### config.mk
export PLATFORM = sky130hd
export DESIGN_NAME = bcd_updown_counter
export DESIGN_NICKNAME = d
export VERILOG_FILES = /design/src/rtl/bcd_updown_counter.sv
export SDC_FILE = /design/constraint.sdc
export NUM_CORES = 1
export LEC_CHECK = 0
export ABC_CLOCK_PERIOD_IN_PS = 3500
export CAP_MARGIN = 20
export CORE_MARGIN = 8
export CORE_UTILIZATION = 45
export CTS_CLUSTER_SIZE = 30
export DETAILED_ROUTE_END_ITERATION = 12
export PLACE_DENSITY = 0.71
export SYNTH_ARGS = -nofsm -noshare
export SYNTH_HDL_FRONTEND = slang
export SYNTH_SLANG_ARGS = --single-unit
### constraint.sdc
create_clock -name i_clk -period 3.5 [get_ports i_clk]
set_input_delay 0.875 -clock i_clk [delete_from_list [all_inputs] [get_ports i_clk]]
set_output_delay 0.875 -clock i_clk [all_outputs]
set_load 0.02 [all_outputs]
### src/rtl/bcd_updown_counter.sv
// BCD up/down counter, DIGITS decades, wrap or saturate at terminal.
// Optional parallel load with BCD sanitising: define BCD_LOAD_EN.
module bcd_updown_counter #(
    parameter int DIGITS = 4,
    parameter bit WRAP   = 1'b1
) (
    input  logic                  i_clk,
    input  logic                  i_rst,
    input  logic                  i_en,
    input  logic                  i_up,
`ifdef BCD_LOAD_EN
    input  logic                  i_load,
    input  logic [4*DIGITS-1:0]   i_din,
    output logic                  o_load_err,
`endif
    output logic [4*DIGITS-1:0]   o_count,
    output logic                  o_tc
);

    logic [4*DIGITS-1:0] r_count;
    logic [4*DIGITS-1:0] w_next;
    logic [3:0]          w_dig;
    logic                w_all9;
    logic                w_all0;
    logic                w_term;
    logic                w_adv;

    // Ripple the "all lower digits at 9/0" enable through each decade.
    always_comb begin
        w_next = r_count;
        w_all9 = 1'b1;
        w_all0 = 1'b1;
        w_dig  = 4'd0;
        for (int k = 0; k < DIGITS; k++) begin
            w_dig = r_count[4*k +: 4];
            if (i_up) begin
                if (w_all9) begin
                    w_next[4*k +: 4] = (w_dig == 4'd9) ?
                        4'd0 : w_dig + 4'd1;
                end
            end else begin
                if (w_all0) begin
                    w_next[4*k +: 4] = (w_dig == 4'd0) ?
                        4'd9 : w_dig - 4'd1;
                end
            end
            w_all9 = w_all9 & (w_dig == 4'd9);
            w_all0 = w_all0 & (w_dig == 4'd0);
        end
        w_term = i_up ? w_all9 : w_all0;
    end

    // Step unless saturating at the terminal value.
    assign w_adv = i_en & (WRAP | ~w_term);
    assign o_tc  = i_en & w_term;
    assign o_count = r_count;

`ifdef BCD_LOAD_EN
    logic [4*DIGITS-1:0] w_load_val;
    logic                w_load_bad;
    logic                r_load_err;

    // Replace any non-BCD nibble of the load value with zero.
    always_comb begin
        w_load_val = i_din;
        w_load_bad = 1'b0;
        for (int k = 0; k < DIGITS; k++) begin
            if (i_din[4*k +: 4] > 4'd9) begin
                w_load_val[4*k +: 4] = 4'd0;
                w_load_bad = 1'b1;
            end
        end
    end

    // Count register with load taking priority over counting.
    always_ff @(posedge i_clk or posedge i_rst) begin
        if (i_rst) begin
            r_count    <= '0;
            r_load_err <= 1'b0;
        end else begin
            r_load_err <= 1'b0;
            if (i_load) begin
                r_count    <= w_load_val;
                r_load_err <= w_load_bad;
            end else if (w_adv) begin
                r_count <= w_next;
            end
        end
    end

    assign o_load_err = r_load_err;
`else
    // Count register; changes only by reset or counting.
    always_ff @(posedge i_clk or posedge i_rst) begin
        if (i_rst) begin
            r_count <= '0;
        end else if (w_adv) begin
            r_count <= w_next;
        end
    end
`endif

endmodule

==> results of run 1 <==
## power groups by stage
stage	combinational [mW]	sequential [mW]	clock (mW)
2_1_floorplan	0.333	0.358	0
3_3_place_gp	0.545	0.328	0
3_5_place_dp	0.556	0.336	0
4_1_cts	0.560	0.332	0.132
5_1_grt	0.609	0.344	0.138
6_report	0.555	0.334	0.127
## worst max path at each step
stage	start	end	slack [ps]	depth (start not counted)
detailed placement	i_up	o_tc	-580	6
global route	i_up	o_tc	20	6
floorplan	i_up	o_tc	240	4
CTS	i_up	o_tc	30	6
finish	i_up	o_tc	80	6
global placement	i_up	o_tc	-570	6
## cell type report
cell class,count,area (µm²)
fillers,253,1152
multi-input cells,113,792.0
flip-flops and latches,16,400.4
repair buffers,39,339.1
well taps,31,38.79
clock buffers,4,36.28
inverters,6,22.52
## worst max-delay path: cells and delay by family
family | cells | cell delay, ps
simple gates | 3 | 870
buf+inv | 2 | 420
compound gates | 1 | 370
## cells by family after synthesis
kind of cell              after synthesis
AOI/OAI and AO/OA                      46
xor gates and xnor gates                7
buffers and inverters                  23
DFF                                    16
muxes                                   4
and+or+nand+nor                        56
## routing by layer
layer	GRT usage	wire length [µm]	vias to the layer above
li1	-	-	627
met2	0.2193	1480	23
met5	0	0	-
met1	0.1587	1482	580
met4	0.06565	51	0
met3	0.01674	123	4
## synth_stat cells (2+ instances only)
library cell,number
o21ai_0,10
a31oi_1,5
nand4_1,5
nor4_1,3
a221o_1,4
a21boi_0,2
nand3_1,8
nor2_1,7
a21oi_1,5
mux2i_1,3
o31ai_1,3
xor2_1,4
and4bb_2,2
o22ai_1,4
nor4b_1,2
dfrtp_1,16
xnor2_1,3
nor3_1,2
or2_2,2
inv_1,6
clkbuf_8,5
nand2_1,13
clkbuf_1,7
## cells in the final DEF (no fill, tap or decap), types with 2 or more instances in the layout
cell type	Yosys	layout
a21boi_0	2	2
a21oi_1	5	5
a221o_1	4	4
a31oi_1	5	5
and4bb_2	2	2
buf_4	1	20
clkbuf_4	0	3
clkdlybuf4s50_1	0	18
dfrtp_1	16	16
inv_1	6	6
mux2i_1	3	3
nand2_1	13	13
nand3_1	8	8
nand4_1	5	5
nor2_1	7	7
nor3_1	2	2
nor4_1	3	3
o21ai_0	10	10
o22ai_1	4	4
o31ai_1	3	3
or2_2	2	2
xnor2_1	3	3
xor2_1	4	4
## metrics by stage
stage               instance area, µm²  power, mW
floorplan                         1345     0.6909
global placement                  1588     0.8733
detailed placement                1588     0.8913
CTS                               1629      1.024
global route                      1629      1.092
finish                            1629      1.016
## repair_timing
item,in CTS,in global routing
gates cloned,0,0
setup endpoints to repair,1,1
gates resized for setup,8,0
hold buffers,0,0
pin swaps,2,2
==> results.yml, run 1 <==
outcome:
  outcome: "completed"
power_and_ir_drop:
  p_comb_frac: 0.546
  irDropWorstVdd_mv: 0.4230
  seqPwrFrac: 0.328
  power_per_cell_area_mw_per_mm2: 623.9
  p_clk_frac: 0.125
  p_int_uw: 578.9
  power_leakage_nw: 0.6356
  switching_share: 0.4304
  p_sw_uw: 437.5
clock_network:
  cts_buffer_depth: 2
  h-tree-depth: 1
  clk_pin_slew_worst_paths_ps: 100
  root_buffer: "clkbuf_4"
  post_cts_buffers: 0
  clk_latency_ps: 290
  cts_tree: "done"
  clock_sinks: 16
  cts_buffers: 3
logic_synthesis:
  synthesis.area_mm2: 0.001339
  synth_seq_area_share: 0.2991
  synth-main-ff-cell: "dfrtp_1"
  syn_inst: 152
  ys_types: 54
  yosysTopAreaCellShare: 0.2991
  synthTopCellsByArea: "dfrtp_1, clkbuf_8, o21ai_0, nand2_1, a221o_1"
  async_flop_share: 1.000
  yosysWarnings: 0
  synth_top_cell_by_area: "dfrtp_1"
  synth_nets: 156
  synth_top_family_by_area: "simple AND/OR/NAND/NOR gates"
  synth_mux_area_frac: 0.03084
  synth_area_per_cell_um2: 8.808
  synthAdderAreaFrac: 0
  synth_edf_count: 0
  synth_compound_area_frac: 0.2477
  synth_seq_cells: 16
  synth_xor_area_frac: 0.04579
  synth-simple-area-share: 0.2561
cells_and_area:
  diodes: 0
  fin_nets: 183
  syn_to_final_growth_pct: 21.68
  fin_util: 0.5857
  instances_no_fill: 209
  final_layout_size_suffix_gt1_frac: 0.2191
  largest_register_ffs: 16
timing:
  setup_viol: 0
  worst_pin_slew_ps: 639.9
  finalCriticalPeriod_ps: 3418
  rsz0062_at_grt: "false"
  holdWs_ps: 542.2
  hold_viol_final: 0
  max_slew_margin: 0.5729
  fmax_ghz: 0.2925
  slew_viol_final: 0
  tns_ps: 0
  fin_crit_sh: 0.9767
  skew_ps: 1.548
  setup_ws_ps: 81.65
floorplan:
  die_w_um: 70.55
  ios: 21
  design.core.area_mm2: 0.002781
  initial_utilization: 0.4813
  dieArea_mm2: 0.004977
  rows: 19
  die_h_um: 70.55
place:
  gp_congestion: 0.8000
  pre_cts_ws_ps: -582.9
  numPortBuffers: 20
  dp.cells: 205
  hpwlAfterDp_um: 2292
worst_setup_path:
  r2r_slack_ps: 1310
  critPathArrivalTime_ps: 2540
  ff2ff_path_depth: 6
  start_kind: "input port"
  crit_chain: "dlygate4sd2_1, or2_4, or4_4, a211o_4, nor4b_4, buf_4"
  critical_path.slowest_cell: "or4_4"
  cpPeakStageDelay_ps: 430
  regToRegEndpoint: "o_count[15]"
  crit_type: "input port to output port"
  path_max_fanout: 2
  crit_path_end_kind: "output port"
  r2r-start: "o_count[7]"
  worstPathRequired_ps: 2620
worst_hold_path:
  holdPathEnd: "o_count[4]"
  hold_path.class: "flip-flop to flip-flop"
  holdPathStages: 1
  min-delay-start: "o_count[4]"
route:
  avgViaCountPerCell: 5.904
  vias: 1234
  final_antenna_net_count: 0
  drt_first_iter_violations: 64
  routed_wl_um: 3138
  first_pass_iters: 4
  drcViolationCount: 0
  wl_per_cell_um: 15.01
global_routing:
  grt_pass1_wl_um: 5499
  grt_overflow: 0
  grt_max_degree: 37
  grt_usage: 0.1300
  grt_pass1_vias: 1196
  antenna_found_initial: 0
run:
  cap_violations: 0
(Power assumes the default switching activity.)
==> run 2, diff against run 1 <==
--- a/config.mk
+++ b/config.mk
@@ -11,7 +11,7 @@
 export CORE_UTILIZATION = 45
 export CTS_CLUSTER_SIZE = 30
 export DETAILED_ROUTE_END_ITERATION = 12
-export PLACE_DENSITY = 0.71
+export PLACE_DENSITY = 0.79
 export SYNTH_ARGS = -nofsm -noshare
 export SYNTH_HDL_FRONTEND = slang
 export SYNTH_SLANG_ARGS = --single-unit
==> run 2 against run 1 <==
  * Cell count fell by 2.4%
  * Sequential power rose by 4%
  * Register-to-register slack got worse by 20 ps
  * Utilization fell by 1.5 points
  * Clock-buffer cell count fell by 1
  * Design area fell by 2.6%
  * Via count fell by 1.1%
  * Sequential cell count did not move
  * Critical path depth did not move
  * Setup slack improved by 57 ps
  * Die area did not move
  * Clock skew fell by 0.79 ps
  * Critical path type unchanged
  * Critical endpoint unchanged
==> results.yml, run 2 (synthesis results as in run 1) <==
timing:
  rsz0062_at_grt: "false"
  fin_crit_sh: 0.9603
  slew_viol_final: 0
  fmax_ghz: 0.2975
  worst_pin_slew_ps: 631.2
  max_slew_margin: 0.5788
  setup_viol: 0
  setup_ws_ps: 138.9
  finalCriticalPeriod_ps: 3361
  skew_ps: 0.7563
  hold_viol_final: 0
  tns_ps: 0
route:
  drt_first_iter_violations: 83
  drcViolationCount: 0
  vias: 1221
  final_antenna_net_count: 0
  routed_wl_um: 3088
  wl_per_cell_um: 15.14
  avgViaCountPerCell: 5.985
  first_pass_iters: 4
clock_network:
  clock_sinks: 16
  clk_pin_slew_worst_paths_ps: 90
  root_buffer: "clkbuf_4"
  cts_buffers: 3
  cts_buffer_depth: 2
  clk_latency_ps: 280
  h-tree-depth: 1
  cts_tree: "done"
cells_and_area:
  fin_util: 0.5704
  fin_nets: 179
  multi_input_area_um2: 792.0
  largest_register_ffs: 16
  final_layout_size_suffix_gt1_frac: 0.1965
  layout.area.seq_um2: 400.4
  syn_to_final_growth_pct: 18.50
  diodes: 0
  nFillCells: 254
  layout_commonest_cell: "clkdlybuf4s50_1"
  layout_common_cells: "clkdlybuf4s50_1, dfrtp_1, buf_4, nand2_1, o21ai_0"
worst_setup_path:
  crit_type: "input port to output port"
  crit_path_end_kind: "output port"
  worstPathRequired_ps: 2620
  path_max_fanout: 2
  cpPeakStageDelay_ps: 430
  start_kind: "input port"
  critPathArrivalTime_ps: 2490
  critical_path.slowest_cell: "or4_4"
  crit_chain: "clkdlybuf4s15_1, or2_4, or4_4, a211o_4, nor4b_4, buf_4"
place:
  numPortBuffers: 20
  pre_cts_ws_ps: -555.5
  hpwlAfterDp_um: 2264
  gp_congestion: 0.8205
outcome:
  outcome: "completed"
power_and_ir_drop:
  power_leakage_nw: 0.6091
  power_per_cell_area_mw_per_mm2: 614.5
  total_power_uw: 974.9
  irDropWorstVdd_mv: 0.4404
floorplan:
  initial_utilization: 0.4813
  die_w_um: 70.55
  dieArea_mm2: 0.004977
  ios: 21
  die_h_um: 70.55
  rows: 19
  design.core.area_mm2: 0.002781
global_routing:
  grt_pass1_wl_um: 5319
  grt_overflow: 0
  grt_max_degree: 25
  grt_pass1_vias: 1172
  grt_usage: 0.1243
  antenna_found_initial: 0
worst_hold_path:
  hold_path.class: "flip-flop to flip-flop"
run:
  cap_violations: 0
[run 2: cell count changes in the layout (fill, tap and decap cells not counted), sizes merged]
cell           change
clkdlybuf4s15      +1
buf                -4
clkbuf             -1
dlygate4sd2        -1
[run 2: worst max-delay path, delay by kind of cell]
| kind | cells | cell delay, ps |
|---|---|---|
| compound gates | 1 | 380 |
| buf+inv | 2 | 360 |
| simple gates | 3 | 880 |
[run 2: power breakdown]
part           total, mW  switching, mW  internal (mW)
combinational      0.531          0.266          0.265
clock             0.0970         0.0571         0.0399
sequential         0.347          0.107          0.239
[run 2: cell type report]
| cell class | count | share of cell area |
|---|---|---|
| Multi-Input combinational cell | 113 | 0.4992 |
| Sequential cell | 16 | 0.2524 |
| Timing Repair Buffer | 35 | 0.1956 |
| Tap cell | 31 | 0.02445 |
| Clock buffer | 3 | 0.01420 |
| Inverter | 6 | 0.01420 |
[run 2: path summary, 6_finish.rpt]
check                         endpoint  slack, ps        from  depth (start not counted)
hold / removal              o_count[7]        610  o_count[4]                          1
hold reg to reg             o_count[7]        610  o_count[4]                          1
max in group asynchronous   o_count[6]       2130       i_rst                          2
setup reg to reg           o_count[15]       1290  o_count[5]                          6
min in group asynchronous  o_count[14]        960       i_rst                          2
setup / recovery                  o_tc        140        i_up                          6
[run 2: stage by stage]
stage / cell area (µm²) / hold WS (ps) / cells
after global placement: 1558 / 580.0 / 201
after floorplan: 1345 / 697.4 / 152
after CTS: 1578 / 616.2 / 204
final: 1587 / 607.3 / 204
after global routing: 1587 / 654.5 / 204
after detailed placement: 1558 / 596.7 / 201
[run 2: per-layer routing]
metal / wire length (µm) / global-route usage / vias up
met5: 0 / 0 / -
met4: 32 / 0.04595 / 0
met3: 161 / 0.02929 / 2
met2: 1526 / 0.2052 / 31
met1: 1367 / 0.1537 / 582
li1: - / - / 606
[run 2: repair_timing]
item / in CTS / in global routing
setup buffers: 0 / 0
setup endpoints to repair: 1 / 1
cloned: 0 / 0
resized for setup: 8 / 1
hold buffers: 0 / 0
pin swaps: 4 / 3
==> run 3, diff against run 2 <==
--- a/config.mk
+++ b/config.mk
@@ -12,6 +12,7 @@
 export CTS_CLUSTER_SIZE = 30
 export DETAILED_ROUTE_END_ITERATION = 12
 export PLACE_DENSITY = 0.79
+export SLEW_MARGIN = 20
 export SYNTH_ARGS = -nofsm -noshare
 export SYNTH_HDL_FRONTEND = slang
 export SYNTH_SLANG_ARGS = --single-unit
==> results of run 3 <==
Same layout as run 2: the final DEF is identical, and so are final timing and power.
